<file path="src/rtl/hwag_pkg.sv">
// Shared types and default widths for the HWAG trigger-wheel blocks.
package hwag_pkg;

  localparam int unsigned HWAG_CNT_W  = 24;
  localparam int unsigned HWAG_TCNT_W = 8;

  typedef enum logic [2:0] {
    IDLE,
    WAIT_FIRST,
    MEASURE,
    HUNT,
    SYNC
  } tt_state_t;

endpackage

</file>
<file path="src/rtl/hwag_period_timer.sv">
// Tooth period timer: load-1 on an accepted edge, count up, stick at all-ones.
module hwag_period_timer #(
  parameter int unsigned CNT_W = 24
) (
  input  logic             clk,
  input  logic             rst,
  input  logic             clr,
  input  logic             load,
  input  logic             run,
  output logic [CNT_W-1:0] cnt,
  output logic             sat
);

  logic [CNT_W-1:0] cnt_d;

  // Next count: clear beats load beats increment; increment stops at all-ones.
  always_comb begin
    cnt_d = cnt;
    if (clr) begin
      cnt_d = '0;
    end else if (load) begin
      cnt_d = CNT_W'(1);
    end else if (run && !sat) begin
      cnt_d = cnt + CNT_W'(1);
    end
  end

  // Count register; sat is registered alongside so it tracks cnt exactly.
  always_ff @(posedge clk or posedge rst) begin
    if (rst) begin
      cnt <= '0;
      sat <= 1'b0;
    end else begin
      cnt <= cnt_d;
      sat <= &cnt_d;
    end
  end

endmodule

</file>
<file path="src/rtl/hwag_tooth_tracker.sv">
// Tooth tracker: measures tooth periods, finds the missing-tooth gap and
// keeps a tooth index locked to it, flagging gap mismatches and stalls.
module hwag_tooth_tracker
  import hwag_pkg::*;
#(
  parameter int unsigned CNT_W  = HWAG_CNT_W,
  parameter int unsigned TCNT_W = HWAG_TCNT_W
) (
  input  logic              clk,
  input  logic              rst,
  input  logic              ena,
  input  logic              edge_in,
  input  logic [TCNT_W-1:0] tooth_max,
  output logic [CNT_W-1:0]  period,
  output logic [CNT_W-1:0]  period_ref,
  output logic [TCNT_W-1:0] tooth_cnt,
  output logic              sync,
  output logic              tooth_evt,
  output logic              gap_evt,
  output logic              err_evt,
  output logic              stall_evt
);

  tt_state_t         state_q, state_d;
  logic [CNT_W-1:0]  period_d, ref_d;
  logic [TCNT_W-1:0] cnt_d;
  logic              tooth_evt_d, gap_evt_d, err_evt_d, stall_evt_d;
  logic              tmr_clr, tmr_load, tmr_run, tmr_sat;
  logic [CNT_W-1:0]  tmr_cnt;
  logic [CNT_W:0]    gap_lim;
  logic              is_gap;

  hwag_period_timer #(.CNT_W(CNT_W)) u_timer (
    .clk  (clk),
    .rst  (rst),
    .clr  (tmr_clr),
    .load (tmr_load),
    .run  (tmr_run),
    .cnt  (tmr_cnt),
    .sat  (tmr_sat)
  );

  // Timer runs whenever the tracker is active; it holds while disabled.
  assign tmr_run = ena && (state_q != IDLE);

  // Gap when the current period exceeds 1.5x the reference (one extra bit, no overflow).
  assign gap_lim = (CNT_W+1)'(period_ref) + (CNT_W+1)'(period_ref >> 1);
  assign is_gap  = (CNT_W+1)'(tmr_cnt) > gap_lim;

  // Next-state, register updates and event pulses.
  always_comb begin
    state_d     = state_q;
    period_d    = period;
    ref_d       = period_ref;
    cnt_d       = tooth_cnt;
    tooth_evt_d = 1'b0;
    gap_evt_d   = 1'b0;
    err_evt_d   = 1'b0;
    stall_evt_d = 1'b0;
    tmr_clr     = 1'b0;
    tmr_load    = 1'b0;

    if (!ena) begin
      state_d = IDLE;
    end else begin
      unique case (state_q)
        IDLE: begin
          state_d  = WAIT_FIRST;
          tmr_clr  = 1'b1;
          period_d = '0;
          ref_d    = '0;
          cnt_d    = '0;
        end
        WAIT_FIRST: begin
          if (edge_in) begin
            state_d  = MEASURE;
            tmr_load = 1'b1;
          end
        end
        default: begin
          if (tmr_sat) begin
            // Engine stopped; an edge landing here restarts as the reference edge.
            stall_evt_d = 1'b1;
            if (edge_in) begin
              state_d  = MEASURE;
              tmr_load = 1'b1;
            end else begin
              state_d = WAIT_FIRST;
            end
          end else if (edge_in) begin
            tmr_load    = 1'b1;
            tooth_evt_d = 1'b1;
            period_d    = tmr_cnt;
            case (state_q)
              MEASURE: begin
                state_d = HUNT;
                ref_d   = tmr_cnt;
              end
              HUNT: begin
                if (is_gap) begin
                  state_d   = SYNC;
                  cnt_d     = '0;
                  gap_evt_d = 1'b1;
                end else begin
                  ref_d = tmr_cnt;
                end
              end
              SYNC: begin
                if (is_gap) begin
                  if (tooth_cnt == tooth_max) begin
                    cnt_d     = '0;
                    gap_evt_d = 1'b1;
                  end else begin
                    err_evt_d = 1'b1;
                    state_d   = HUNT;
                  end
                end else begin
                  ref_d = tmr_cnt;
                  // Also catches a tooth_max lowered below the current index.
                  if (tooth_cnt >= tooth_max) begin
                    err_evt_d = 1'b1;
                    state_d   = HUNT;
                  end else begin
                    cnt_d = tooth_cnt + TCNT_W'(1);
                  end
                end
              end
              default: ;
            endcase
          end
        end
      endcase
    end
  end

  // State and registered outputs.
  always_ff @(posedge clk or posedge rst) begin
    if (rst) begin
      state_q    <= IDLE;
      period     <= '0;
      period_ref <= '0;
      tooth_cnt  <= '0;
      sync       <= 1'b0;
      tooth_evt  <= 1'b0;
      gap_evt    <= 1'b0;
      err_evt    <= 1'b0;
      stall_evt  <= 1'b0;
    end else begin
      state_q    <= state_d;
      period     <= period_d;
      period_ref <= ref_d;
      tooth_cnt  <= cnt_d;
      sync       <= (state_d == SYNC);
      tooth_evt  <= tooth_evt_d;
      gap_evt    <= gap_evt_d;
      err_evt    <= err_evt_d;
      stall_evt  <= stall_evt_d;
    end
  end

endmodule

</file>
<file path="config.mk">
export PLATFORM = sky130hd
export DESIGN_NAME = hwag_tooth_tracker
export DESIGN_NICKNAME = d
export VERILOG_FILES = /design/src/rtl/hwag_pkg.sv /design/src/rtl/hwag_period_timer.sv /design/src/rtl/hwag_tooth_tracker.sv
export SDC_FILE = /design/constraint.sdc
export NUM_CORES = 1
export LEC_CHECK = 0
export BUFFER_PORTS_ARGS = -buffer_cell sky130_fd_sc_hd__buf_2
export CORE_MARGIN = 2
export CORE_UTILIZATION = 40
export DETAILED_ROUTE_END_ITERATION = 10
export PLACE_DENSITY_LB_ADDON = 0.25
export RECOVER_POWER = 100
export SYNTH_ARGS = -nofsm -noshare
export SYNTH_HDL_FRONTEND = slang
export SYNTH_SLANG_ARGS = --single-unit
</file>
<file path="constraint.sdc">
create_clock -name clk -period 5.3 [get_ports clk]
set_input_delay 0.53 -clock clk [delete_from_list [all_inputs] [get_ports clk]]
set_output_delay 0.53 -clock clk [all_outputs]
set_load 0.03 [all_outputs]
</file>
**After elaboration in Yosys (flattened, before gate mapping)**

Index checks and enable logic that the tools add are counted.

- Flip-flop bits (word level): 89
- Bits in latches: 0
- Memory bits (writable): 0
- Memory bits (read-only): 0
- Input port bits: 12
- Output and inout port bits: 61
- Word-level logic and storage cells: 99
- Memories: 0

- Add/sub/neg operators: 3
- Multiply operators: 0
- Div/mod/pow operators: 0
- Order comparisons: 2
- Eq/ne operators: 11
- Shift-type cells: 0
- Muxes and demuxes: 57
- Bitwise logic cells: 1
- Reduce and logical (&&, ||, !) cells: 14

Operator list:

| kind | number |
|---|---|
| two-way mux 24 bit | 8 |
| one-hot mux 24 bit (2 select lines) | 3 |
| two-way mux 8 bit | 6 |
| one-hot mux 8 bit (2 select lines) | 2 |
| two-way mux 1 bit | 26 |
| adder 24 x 23 -> 25 bit | 1 |
| greater-than comparator 24 x 25 -> 1 bit | 1 |
| adder 24 x 1 -> 24 bit, second input constant | 1 |
| two-way mux 3 bit | 8 |
| AND reduction 24 bit | 1 |
| one-hot mux 3 bit (3 select lines) | 1 |
| nonzero test 3 bit | 3 |
| adder 8 x 1 -> 8 bit, second input constant | 1 |
| equality test 8 bit | 1 |
| >= comparator 8 bit | 1 |
| != test 4 x 3 -> 1 bit, second input constant | 2 |
| AND reduction 8 bit | 1 |
| equality test 3 x 2 -> 1 bit, second input constant | 2 |
| equality test 3 bit, second input constant | 2 |
| one-hot mux 3 bit (2 select lines) | 1 |
| AND reduction 6 bit | 1 |
| AND reduction 4 bit | 1 |
| OR reduction 2 bit | 2 |
| equality test 3 x 1 -> 1 bit, second input constant | 1 |
| 10 further kinds | 11 |

**Longest topological paths before layout**

Gate-level depths: netlist of the first run.

- Depth after elaboration: 9
- Depth in mapped cells: 22
- Depth with buffers taken out: 19

**Modules after synthesis**

From an unflattened synthesis of the first run, not the netlist that was laid out.

- Cells, all modules: 697
- Area total of the unflattened synthesis: 6,291.0 µm²

By module, submodules not included:

| module | times used | cells an instance | area an instance (µm²) | seq. area each (µm²) |
|---|---|---|---|---|
| hwag_tooth_tracker | 1 | 525 | 4,724.5 | 1,601.5 |
| hwag_period_timer | 1 | 172 | 1,566.5 | 625.6 |

**Worst setup path before layout of the first run**

OpenSTA, ideal clock, no wires.

- Path type: register to register
- From: reg period_ref[1]
- To: reg period_ref[12]
- Library setup time: 0.122 ns
- Arrival: 4.707 ns
- Required time: 5.178 ns
- Path slack: 0.472 ns
- Cell stages (with the launch flop): 22
- Buffers on the path: 2
- Clock period less this slack: 4.828 ns
- Cell sequence: dfrtp_1 > ha_1 > fa_1 > a211oi_2 > o21ai_2 > o311ai_1 > nand2_1 > a21o_1 > a32oi_1 > a31oi_1 > xor2_1 > ha_1 > nand4_1 > nor4_2 > o211ai_1 > and4b_1 > or3_1 > buf_6 > o21ai_1 > a21oi_1 > buf_2 > a32o_1

- Cells in the longest elaborated chain, start to end: 4

Ends and longest elaborated chain:

| what | RTL line | RTL |
|---|---|---|
| start: declaration | hwag_tooth_tracker.sv:15 | `output logic [CNT_W-1:0] period_ref,` |
| start signal: assignment | hwag_tooth_tracker.sv:151 | `period_ref <= ref_d;` |
| adder 24 x 23 -> 25 bit | hwag_tooth_tracker.sv:47 | `assign gap_lim = (CNT_W+1)'(period_ref) + (CNT_W+1)'(period_ref >> 1);` |
| greater-than comparator 24 x 25 -> 1 bit | hwag_tooth_tracker.sv:48 | `assign is_gap = (CNT_W+1)'(tmr_cnt) > gap_lim;` |
| != test 3 x 2 -> 1 bit (no source line) | n/a |  |
| AND reduction 6 bit (no source line) | n/a |  |

Every way passes these cells.
A chain may end at the register's enable or synchronous reset.

**Worst setup path in the final report of the first run**

- From: reg period_ref[1]
- To: reg tooth_cnt[6]

- Cells in the longest elaborated chain, start to end: 7
- Elaborated cells between the ends (all ways): 11
- Those cells by class: add/sub: 1; order compare: 1; eq/ne: 3; mux: 5; reduce/logical: 1

Ends and longest elaborated chain:

| what | RTL line | RTL |
|---|---|---|
| adder 24 x 23 -> 25 bit (*) | hwag_tooth_tracker.sv:47 |  |
| greater-than comparator 24 x 25 -> 1 bit (*) | hwag_tooth_tracker.sv:48 |  |
| two-way mux 8 bit | hwag_tooth_tracker.sv:109 | `if (is_gap) begin` |
| one-hot mux 8 bit (2 select lines) | hwag_tooth_tracker.sv:94 | `case (state_q)` |
| two-way mux 8 bit | hwag_tooth_tracker.sv:90 | `end else if (edge_in) begin` |
| two-way mux 8 bit | hwag_tooth_tracker.sv:81 | `if (tmr_sat) begin` |
| one-hot mux 8 bit (2 select lines) | hwag_tooth_tracker.sv:66 | `unique case (state_q)` |
| end signal: assignment | hwag_tooth_tracker.sv:152 | `tooth_cnt <= cnt_d;` |
| end: declaration | hwag_tooth_tracker.sv:16 | `output logic [TCNT_W-1:0] tooth_cnt,` |

Every way passes the cells marked *; elsewhere a longest branch is shown, timed or not. The select of a mux whose other input is x is not followed.

==> results of run 1 <==
==> per-stage QoR <==
step           instances  setup slack (ns)  cell area (um2)  setup TNS [ns]  hold slack [ns]
2_1_floorplan        672             0.472             6090               0            0.523
3_3_place_gp         913             0.148             6650               0            0.458
3_5_place_dp         913           -0.0361             6650          -0.497            0.467
4_1_cts              929            0.0600             7000               0            0.446
5_1_grt              931          -0.00204             6970        -0.00204            0.505
6_report             931             0.240             6970               0            0.479
==> cells in the mapped netlist (11+ instances only) <==
cell type	count	share of area (%)
a21o_1	11	1.4
a21oi_1	40	3.3
a32o_1	24	3.9
clkbuf_1	17	1.0
dfrtp_1	89	37
ha_1	59	12
inv_1	31	1.9
nand2_1	78	4.8
nand3_1	17	1.4
nand4_1	14	1.4
nor2_1	52	3.2
nor3_1	15	1.2
o21ai_0	41	3.4
o31ai_1	14	1.7
xnor2_1	20	2.9
xor2_1	17	2.4
==> power by group through the flow <==
stage               Combinational, mW  Sequential [mW]  Clock [mW]
global route                    0.817            0.772       0.772
detailed placement              0.701            0.780           0
finish                          0.748            0.766       0.725
floorplan                       0.537            0.780           0
global placement                0.684            0.778           0
CTS                             0.718            0.765       0.742
==> area by class of cell <==
type | instances | area share, %
clock inverter | 6 | 1.40
sequential | 89 | 32.0
tap | 188 | 3.38
clock buffer | 10 | 3.43
inverter | 32 | 1.74
timing repair buffer | 85 | 5.73
multi-input combinational | 521 | 52.4
==> critical path, stage by stage (launching register included) <==
cell and delay [ns]:
dfrtp_1 0.44, ha_1 0.25, fa_1 0.45, a211oi_2 0.24, o21ai_2 0.14, o311ai_2 0.28, nand2_1 0.15, a21o_1 0.22
a32oi_2 0.17, a31oi_1 0.13, xor2_1 0.17, ha_1 0.32, nand4_1 0.18, nor4_4 0.21, o211ai_1 0.14, and4b_1 0.26
or3_4 0.46, mux2i_2 0.25, a21oi_4 0.09, a221o_1 0.37
==> sequential cells by signal, summed over array words and instances, names as in the netlist, 3 cells and up <==
register,cells
period,24
period_ref,24
u_timer.cnt,24
tooth_cnt,8
state_q,3
==> repair_timing <==
item                       4_1_cts  5_1_grt
setup buffers                    0        2
hold buffers                     0        0
resized for setup                1        9
cloned                           0        0
setup endpoints to repair       33       37
pin swaps                        0        3
==> routing by layer <==
layer,GRT usage [%],up-vias
li1,-,2612
met1,27.9,2599
met2,31.4,132
met3,2.93,24
met4,7.76,0
met5,0,-
==> kinds of logic after synthesis <==
group                      Yosys count  synth area share (%)
AOI/OAI and AO/OA                  183                  21.0
DFF                                 89                  36.6
xor gates and xnor gates            37                  5.32
adders and majority gates           60                  12.4
muxes                                5                 0.842
and+or+nand+nor                    236                  19.3
buffers and inverters               62                  4.52
==> path summary, 6_finish.rpt <==
check / start / to / slack, ns
max in group asynchronous: rst / state_q[0]$_DFF_PP0_ / 2.06
hold reg to reg: period[19]$_DFFE_PP0P_ / period[19]$_DFFE_PP0P_ / 0.48
setup / recovery: period_ref[1]$_DFFE_PP0P_ / tooth_cnt[6]$_DFFE_PP0P_ / 0.24
min in group asynchronous: rst / period[22]$_DFFE_PP0P_ / 0.93
hold / removal: period[19]$_DFFE_PP0P_ / period[19]$_DFFE_PP0P_ / 0.48
setup reg to reg: period_ref[1]$_DFFE_PP0P_ / tooth_cnt[6]$_DFFE_PP0P_ / 0.24
==> key figures, run 1 <==
Worst setup path
  – Setup CP Type: reg2reg
  – Crit start category: flip-flop
  – Crit path required time: 5.53 ns
  – CP arrival: 5.29 ns
  – CP Capture Type: flip-flop
  – Reg2Reg Depth: 19
  – CP max FO: 10

Power and ir drop
  – Leakage: 3.13 nW
  – Clock power share: 32.4%
  – PD cells: 321 mW/mm2
  – Sequential power share: 34.2%
  – Sw power: 0.848 mW
  – Combinational cell fraction of total power: 33.4%
  – Switching Fraction: 37.9%
  – Total Power: 2.24 mW
  – Internal power: 1.39 mW
  – Max VDD drop: 240 uV

Final layout
  – Fill count: 1459
  – NumNets Final: 810
  – # diodes: 0
  – Sequential Area: 0.00223 mm2
  – Most common cell after layout, fill and taps aside: dfrtp_1
  – Layout cells sized above 1: 8.75%
  – Area of the multi-input gates: 0.00365 mm2
  – Area grow syn2layout: 14.3%
  – Final Core Density: 46.3%
  – Most frequent cells in the layout: 89 x dfrtp_1, 78 x nand2_1, 64 x clkbuf_1

Floorplan
  – IO Pins: 73
  – Die H: 127 um
  – Row cnt: 45
  – Initial core utilization: 40.5%
  – Die width: 127 um
  – Core Region: 0.0150 mm2
  – Die area: 0.0162 mm2

Yosys
  – Primary FF master, synth: dfrtp_1
  – Synth Warn #: 0
  – Synthesized Nets: 744
  – Synth Instances: 672
  – Seq/Total Area, Yosys: 36.6%
  – Asr flop ratio synth: 100%
  – Number of synthesized flops with an enable pin: 0
  – Post-Syn Area: 0.00609 mm2
  – Mean Syn Cell Area: 9.07 um2
  – Yosys cell types: 71
  – Yosys reg bits: 89

Clock network
  – CTS max path bufs: 2
  – CTS buffer count: 9
  – Clk Latency, worst-skew pair: 0.35 ns
  – CTS tree: yes
  – Clk sinks: 89
  – H-tree depth: 3
  – Reg clk slew, reported paths: 0.07 ns
  – Root Driver: clkbuf_16

Timing
  – Final Skew: 0.0111 ns
  – Period utilization: 95.5%
  – Fmax: 0.198 GHz
  – Minimum clock period after layout: 5.06 ns
  – Worst-Margin Slew: 2.74 ns
  – Pins Over Slew Limit: 92
  – Final hold viol count: 0
  – Final setup vio count: 0
  – Slew margin rel.: -83.8%

Routing
  – WL per Instance: 17.1 um
  – WL met3: 851 um
  – Iter 0 DRT Violations: 236
  – Post-route ant nets: 0
  – DRC viols: 0
  – 1st-pass router iterations: 7
  – Final WL: 15.9 mm
  – M1 wire length: 7.60 mm
  – Via count: 5367
  – Vias per cell: 5.76
  – Top routing layer in use: met4
  – Routed met2 length: 7.14 mm

Global route
  – Initial antenna violation count: 0
  – Global-route wire length before repair: 25.9 mm
  – Total GRT Usage: 20.0%
  – Vias in the first global route: 5183
  – GR Overflow Total: 0
  – Largest net degree at the start of global routing: 61

Worst hold path
  – Hold Path Class: reg2reg
  – Hold path depth: 2

Placed design
  – Detail Placement HPWL: 11.7 mm
  – I/O Buffers: 72
  – GPL Wtd Cong: 0.875

Outcome
  – Failing checks: capacitance limit, slew limit
  – Outcome: finished, violations left

Job
  – Max-cap violation count: 2
(Power assumes the default switching activity.)
==> inputs of run 2 (changes only) <==
--- a/config.mk
+++ b/config.mk
@@ -5,7 +5,9 @@
 export SDC_FILE = /design/constraint.sdc
 export NUM_CORES = 1
 export LEC_CHECK = 0
+export ABC_AREA = 1
 export BUFFER_PORTS_ARGS = -buffer_cell sky130_fd_sc_hd__buf_2
+export CAP_MARGIN = 20
 export CORE_MARGIN = 2
 export CORE_UTILIZATION = 40
 export DETAILED_ROUTE_END_ITERATION = 10
==> run 2 against run 1 <==
The flow still finishes with violations (capacitance limit, slew limit); sequential cell count stayed put; clock skew is 0.0037 ns lower; cell area is 0.77% lower; sequential power is 3.3% lower; worst setup slack better by 0.37 ns; register-to-register slack better by 0.37 ns; core utilization is 0.70 points lower; critical path type unchanged; highest routed layer unchanged.
==> key figures, run 2 <==
Global route
  – Largest net degree at the start of global routing: 47
  – GR Overflow Total: 0
  – Global-route wire length before repair: 26.1 mm
  – Total GRT Usage: 20.1%
  – Vias in the first global route: 5342
  – Initial antenna violation count: 0

Worst setup path
  – Critical path's top delay family: simple AND/OR/NAND/NOR gates
  – Reg2Reg Depth: 24
  – Crit path required time: 5.52 ns
  – Setup CP Type: reg2reg
  – Critical-path top delay cell: dfrtp_1
  – CP dominant cell by count: nand2_1
  – CP arrival: 4.91 ns
  – CP Capture Type: flip-flop
  – Worst path cell trace: ha_1 > nand3_1 > nand2_1 > nand2_1 > o21ai_0 > a21oi_1 > o21bai_1 > nand3_1 > nand2_1 > nand2_1 > a21oi_1 > xor2_1 > ha_1 > inv_1 > nor2_1 > nand2_1 > nor3_1 > nor3_1 > nand3_2 > a21oi_1 > or2_1 > inv_4 > nand2_1 > o21ai_0
  – CP Depth: 24
  – Buffer and inverter count on the worst path: 2
  – CP max FO: 26
  – Crit start category: flip-flop
  – Critical Path Max Stage Delay: 0.45 ns

Yosys
  – Yosys reg bits: 89
  – Most frequent cell after synthesis: nand2_1
  – Yosys cell types: 44
  – Synthesized Nets: 909
  – Seq/Total Area, Yosys: 35.9%
  – Mean Syn Cell Area: 7.41 um2
  – Primary FF master, synth: dfrtp_1
  – Synth Instances: 837
  – Post-synth top area share: 35.9%
  – Top post-synthesis cells by count: 256 x nand2_1, 91 x nor2_1, 89 x dfrtp_1
  – Synth area leader: dfrtp_1
  – Asr flop ratio synth: 100%
  – Number of synthesized flops with an enable pin: 0
  – Synth Warn #: 0
  – Post-Syn Area: 0.00620 mm2
  – Top area cells in the synthesized netlist: dfrtp_1 36%, nand2_1 16%, ha_1 12%

Timing
  – Final setup vio count: 0
  – Minimum clock period after layout: 4.69 ns
  – Period utilization: 88.5%
  – Setup TNS Final: 0 ns
  – Final hold viol count: 0
  – Pins Over Slew Limit: 92
  – Final Skew: 0.00736 ns
  – Unrepaired setup endpoints after global routing: false
  – Fmax: 0.213 GHz
  – Worst-Margin Slew: 2.42 ns
  – Slew margin rel.: -61.3%

Final layout
  – Layout cells sized above 1: 4.70%
  – Most common cell after layout, fill and taps aside: nand2_1
  – Most frequent cells in the layout: 258 x nand2_1, 95 x nor2_1, 89 x dfrtp_1
  – Largest regs: period: 24 flops, period_ref: 24 flops, u_timer.cnt: 24 flops
  – Fill count: 1573
  – Fin cells: 1103
  – # diodes: 0
  – NumNets Final: 982
  – Area grow syn2layout: 11.5%

Clock network
  – Reg clk slew, reported paths: 0.07 ns
  – CTS max path bufs: 2
  – Clk Latency, worst-skew pair: 0.35 ns
  – CTS tree: yes
  – Post-CTS Setup Inserts: 0
  – H-tree depth: 3
  – # resized after CTS: 0
  – Root Driver: clkbuf_16
  – CTS buffer count: 9
  – Cts hold-fix bufs: 0
  – Clk sinks: 89

Routing
  – 1st-pass router iterations: 5
  – Final WL: 15.5 mm
  – Vias per cell: 4.99
  – Iter 0 DRT Violations: 349
  – DRC viols: 0
  – WL per Instance: 14.0 um
  – Via count: 5507
  – Post-route ant nets: 0

Outcome
  – Failing checks: capacitance limit, slew limit
  – Outcome: finished, violations left

Floorplan
  – Die H: 128 um
  – Initial core utilization: 40.9%
  – Row cnt: 45
  – Die width: 128 um
  – IO Pins: 73
  – Core Region: 0.0151 mm2
  – Die area: 0.0165 mm2

Placed design
  – I/O Buffers: 72
  – GPL Wtd Cong: 0.873
  – Detail Placement HPWL: 12.0 mm
  – Post-Place Cells: 1087

Power and ir drop
  – PD cells: 261 mW/mm2
  – Max VDD drop: 161 uV
  – Leakage: 3.59 nW

Worst hold path
  – Hold Path Class: reg2reg
  – Hold path depth: 2

Job
  – Max-cap violation count: 2
==> run 2: tightest hold or removal path, delay by kind of cell, from the launching register on <==
| kind | cells | cell delay [ns] |
|---|---|---|
| DFF | 1 | 0.34 |
| and+or+nand+nor | 2 | 0.10 |
==> run 2: per-layer routing <==
layer  global-route usage [%]  vias up  part of all wire (%)
met5                        0        -                     0
met4                     5.49        0                   1.2
met3                     3.70       16                   4.6
met2                     31.4      112                    44
met1                     28.6     2521                    50
li1                         -     2858                     -
==> run 2: path summary, 6_finish.rpt <==
path                                           start                          to  slack [ns]
setup / recovery           period_ref[2]$_DFFE_PP0P_  period_ref[22]$_DFFE_PP0P_        0.61
hold / removal                period[11]$_DFFE_PP0P_      period[11]$_DFFE_PP0P_        0.47
setup reg to reg           period_ref[2]$_DFFE_PP0P_  period_ref[22]$_DFFE_PP0P_        0.61
hold reg to reg               period[11]$_DFFE_PP0P_      period[11]$_DFFE_PP0P_        0.47
max in group asynchronous                        rst   period_ref[3]$_DFFE_PP0P_        1.66
min in group asynchronous                        rst      period[19]$_DFFE_PP0P_        0.69
==> run 2: cell families (layout without fill, tap and decap cells) <==
kind of cell	after synthesis	in the layout	synth area share, %
buf+inv	106	184	6.90
flops	89	89	35.9
compound gates	101	101	9.16
xor+xnor	34	34	4.80
fa+ha+maj	60	60	12.2
simple gates	447	447	31.0
==> run 2: stage by stage <==
stage               hold WS, ns  setup slack, ns  total power [mW]  cell area [um2]  utilization (%)
CTS                       0.325            0.603              1.83             7040             46.5
detailed placement        0.454            0.625              1.19             6750             44.5
finish                    0.469            0.610              1.80             6910             45.6
floorplan                 0.566             1.26              1.07             6200                -
global placement          0.448            0.676              1.18             6750             44.5
global route              0.489           0.0976              1.92             6910             45.6
==> run 2: final cells by class <==
type / instances / area, um2 / area share (%)
Timing Repair Buffer: 76 / 303 / 4.38
Inverter: 92 / 349 / 5.05
Multi-Input combinational cell: 642 / 3510 / 50.8
Clock buffer: 11 / 253 / 3.66
Clock inverter: 5 / 37.5 / 0.543
Sequential cell: 89 / 2230 / 32.2
Tap cell: 188 / 235 / 3.40
==> run 2: power breakdown <==
part | total (mW) | internal (mW) | switching, mW
Sequential | 0.741 | 0.707 | 0.0347
Clock | 0.639 | 0.346 | 0.292
Combinational | 0.422 | 0.116 | 0.306
Total | 1.80 | 1.17 | 0.633
